### config.mk
export PLATFORM = sky130hd
export DESIGN_NAME = axis_elastic_buffer
export DESIGN_NICKNAME = d
export VERILOG_FILES = /design/src/rtl/axis_elastic_buffer.sv
export SDC_FILE = /design/constraint.sdc
export NUM_CORES = 1
export LEC_CHECK = 0
export CORE_UTILIZATION = 41
export CTS_CLUSTER_DIAMETER = 120
export DETAILED_ROUTE_END_ITERATION = 16
export GPL_TIMING_DRIVEN = 0
export HOLD_SLACK_MARGIN = 0.06
export PLACE_DENSITY = 0.75
export SLEW_MARGIN = 5
export SYNTH_ARGS = -nofsm -noshare
export SYNTH_HDL_FRONTEND = slang
export SYNTH_SLANG_ARGS = --single-unit
### constraint.sdc
create_clock -name clk -period 1.5 [get_ports clk]
set_input_delay 0.225 -clock clk [delete_from_list [all_inputs] [get_ports clk]]
set_output_delay 0.225 -clock clk [all_outputs]
set_load 0.005 [all_outputs]
### src/rtl/axis_elastic_buffer.sv
// axis_elastic_buffer: DEPTH-entry valid/ready elastic buffer with sideband last, level and flush.
// Both handshake outputs are flops so neither timing path crosses the block combinationally.
module axis_elastic_buffer #(
    parameter int DATA_WIDTH = 32,
    parameter int DEPTH = 2,
    localparam int LVL_W = $clog2(DEPTH + 1)
) (
    input  logic                  clk,
    input  logic                  resetn,
    input  logic                  flush,
    input  logic [DATA_WIDTH-1:0] in_data,
    input  logic                  in_last,
    input  logic                  in_valid,
    output logic                  in_ready,
    output logic [DATA_WIDTH-1:0] out_data,
    output logic                  out_last,
    output logic                  out_valid,
    input  logic                  out_ready,
    output logic [LVL_W-1:0]      level
);
    localparam int PTR_W = $clog2(DEPTH);
    logic [DATA_WIDTH:0] mem [DEPTH];
    logic [PTR_W-1:0] rd_ptr, wr_ptr;
    logic [LVL_W-1:0] count, count_next;
    logic push, pop;
    // Flush suppresses both handshakes so an offered beat is dropped.
    assign push = in_valid & in_ready & ~flush;
    assign pop = out_valid & out_ready & ~flush;
    assign {out_last, out_data} = mem[rd_ptr];
    assign level = count;
    always_comb begin
        count_next = flush ? '0 :
                     (push && !pop) ? count + 1'b1 :
                     (pop && !push) ? count - 1'b1 : count;
    end
    always_ff @(posedge clk or negedge resetn) begin
        if (!resetn) begin
            for (int i = 0; i < DEPTH; i++) mem[i] <= '0;
            rd_ptr <= '0;
            wr_ptr <= '0;
            count <= '0;
            out_valid <= 1'b0;
            in_ready <= 1'b0;
        end else begin
            if (push) mem[wr_ptr] <= {in_last, in_data};
            rd_ptr <= flush ? '0 : pop ? rd_ptr + 1'b1 : rd_ptr;
            wr_ptr <= flush ? '0 : push ? wr_ptr + 1'b1 : wr_ptr;
            count <= count_next;
            out_valid <= count_next != '0;
            in_ready <= count_next != LVL_W'(DEPTH);
        end
    end
endmodule
==> results.cfg <==
[layout]
num_antenna_cells = 0
fin_util_pct = 61.05
final_cell_mix = 69 x dfrtp_1, 52 x mux2_4, 49 x mux2_2
area_delta_synth_final_pct = 41.92
drive_gt1_share_pct = 58.57
fin_nets = 354
layout.cells.most_common = dfrtp_1
design_area_sq_um = 4791
fin_cells = 423

[synthesis]
synth_cells = 211
ys_ff_latch = 72
netlist_area_sq_um = 3376
synth_area_per_cell_sq_um = 16.00
synth_nets = 249
ys.flop_type = dfrtp_1
yosysWarningCount = 0
synth-edff-count = 0
yosysSeqAreaShare_pct = 53.37
synthArstFlopShare_pct = 100.0
synth.distinct_cells = 27

[routing]
wl_per_cell_microns = 16.76
first_iter_violations = 32
vias = 2088
firstDrtPassIters = 4
post-route-drc-count = 0
postRouteAntennaNets = 0
vias_per_cell = 4.936
wirelength_microns = 7091

[floorplan]
core_area_sq_um = 7848
rows = 32
dieArea_sq_um = 8601
dieHeight_microns = 92.74
num_io_pins = 75
initial_core_util_pct = 43.02
die_w_microns = 92.74

[clock_network]
cts_buffers = 9
cts_tree = yes
cts_sinks = 72
clkLatencyLatePin_ps = 340
clk_pin_slew_ps = 80
htree_levels = 3
cts_buffer_depth = 2
root_buffer = clkbuf_8

[timing]
fmax_ghz = 0.5623
setup_viol = 33
rsz0062_at_grt = yes
maxSlewViolCount = 0
hold_ws_ps = 84.59
clock_skew_ps = 11.57
relSlewSlack_pct = 70.48
finalCriticalPeriod_ps = 1778
period_share_pct = 118.6
hold_viol = 0
setup_tns_ps = -5995
layout_setup_ws_ps = -278.3
worst_pin_slew_ps = 441.8

[worst_setup_path]
critPathRequiredTime_ps = 1270
timing_worst_setup_path_type = flip-flop to output port
startpoint_type = flip-flop
critPathMaxFanout = 5
crit_path_end_kind = output port
arrival_ps = 1550

[grt]
grtUsageTotal_pct = 17.16
grt_max_degree = 65
grt_pass1_vias = 2219
antenna_found_initial = 0
grt-ovfl-total = 0
grt_pass1_wl_microns = 11180

[place]
dp_cells = 387
gp_congestion = 0.7549
place_hpwl_microns = 4329
pre_cts_slack_ps = -573.4
port_buffers = 73
dpl_cell_area_sq_um = 4259

[power]
p_total_mw = 6.960
p_leak_nw = 2.237
ir_worst_vdd_mv = 0.7223
pwr_density_cell_nw_per_um2 = 1453

[min_path]
hp-class = input pin to flip-flop

[run]
maxCapViolCount = 0

[outcome]
violations = setup timing
outcome = finished, violations left
## state kept, by name, indices dropped and copies added, names as in the netlist
| signal | cells |
|---|---|
| mem | 66 |
| level | 2 |
| in_ready | 1 |
| out_valid | 1 |
| rd_ptr | 1 |
| wr_ptr | 1 |
## path summary, 6_finish.rpt
kind / from / to / slack (ps) / cells past startpoint
setup / recovery: rd_ptr / out_data[4] / -280 / 5
hold / removal: flush / out_valid / 80 / 2
setup reg to reg: wr_ptr / mem[59] / 50 / 4
hold reg to reg: mem[47] / mem[47] / 490 / 1
max in group asynchronous: resetn / rd_ptr / 680 / 3
min in group asynchronous: resetn / mem[12] / 260 / 2
## synthesized netlist by cell type (2+ instances only)
master	instances	area (sq um)
mux2_4	30	450.4
mux2_1	2	22.52
nor2_1	5	18.77
dfrtp_1	72	1802
nand2_1	3	11.26
clkbuf_1	2	7.510
buf_6	4	45.04
buf_12	3	60.06
buf_2	3	15.01
mux2_2	70	788.3
## kinds of logic (layout without fill, tap and decap cells)
family | Yosys count | in the layout | share of synthesized area [%]
multiplexers | 103 | 103 | 37.66
flip-flops | 72 | 72 | 53.37
AND/OR/NAND/NOR | 18 | 18 | 3.744
buffers and inverters | 12 | 122 | 3.781
AO/OA/AOI/OAI | 4 | 4 | 0.9269
XOR/XNOR | 2 | 2 | 0.5190
## metal layers
layer  track usage [%]  up-vias  wire, microns
met5                 0        -              0
met4             5.385        0             83
met3             4.844        8            306
met2             27.04       52           3513
met1             22.88     1059           3186
li1                  -      969              -
## power breakdown
| part | switching, mW | internal (mW) | total (mW) |
|---|---|---|---|
| sequential | 0.352 | 2.59 | 2.94 |
| clock | 0.678 | 0.982 | 1.66 |
| combinational | 0.703 | 1.66 | 2.36 |
## layout make-up
cell class	instances	area [sq um]
plain buffers	11	190.2
clock buffers	13	148.9
clock inverters	3	65.06
flip-flops and latches	72	1805
multi-input cells	127	1540
well taps	102	127.6
repair buffers	95	913.4
fillers	624	3057
## repair_timing
| action | in CTS | in global routing |
|---|---|---|
| pin swaps | 2 | 2 |
| gates cloned | 3 | 3 |
| hold endpoints to repair | 72 | 1 |
| hold buffers | 1 | 1 |
| setup buffers | 13 | 3 |
| endpoints found under the setup margin | 65 | 99 |
| gates resized for setup | 163 | 33 |
## worst max-delay path: stages (launching register included)
cell	delay, ps
dfrtp_2	430
buf_6	130
buf_6	110
buf_8	130
mux2_4	310
buf_6	120
(Power assumes the default switching activity.)
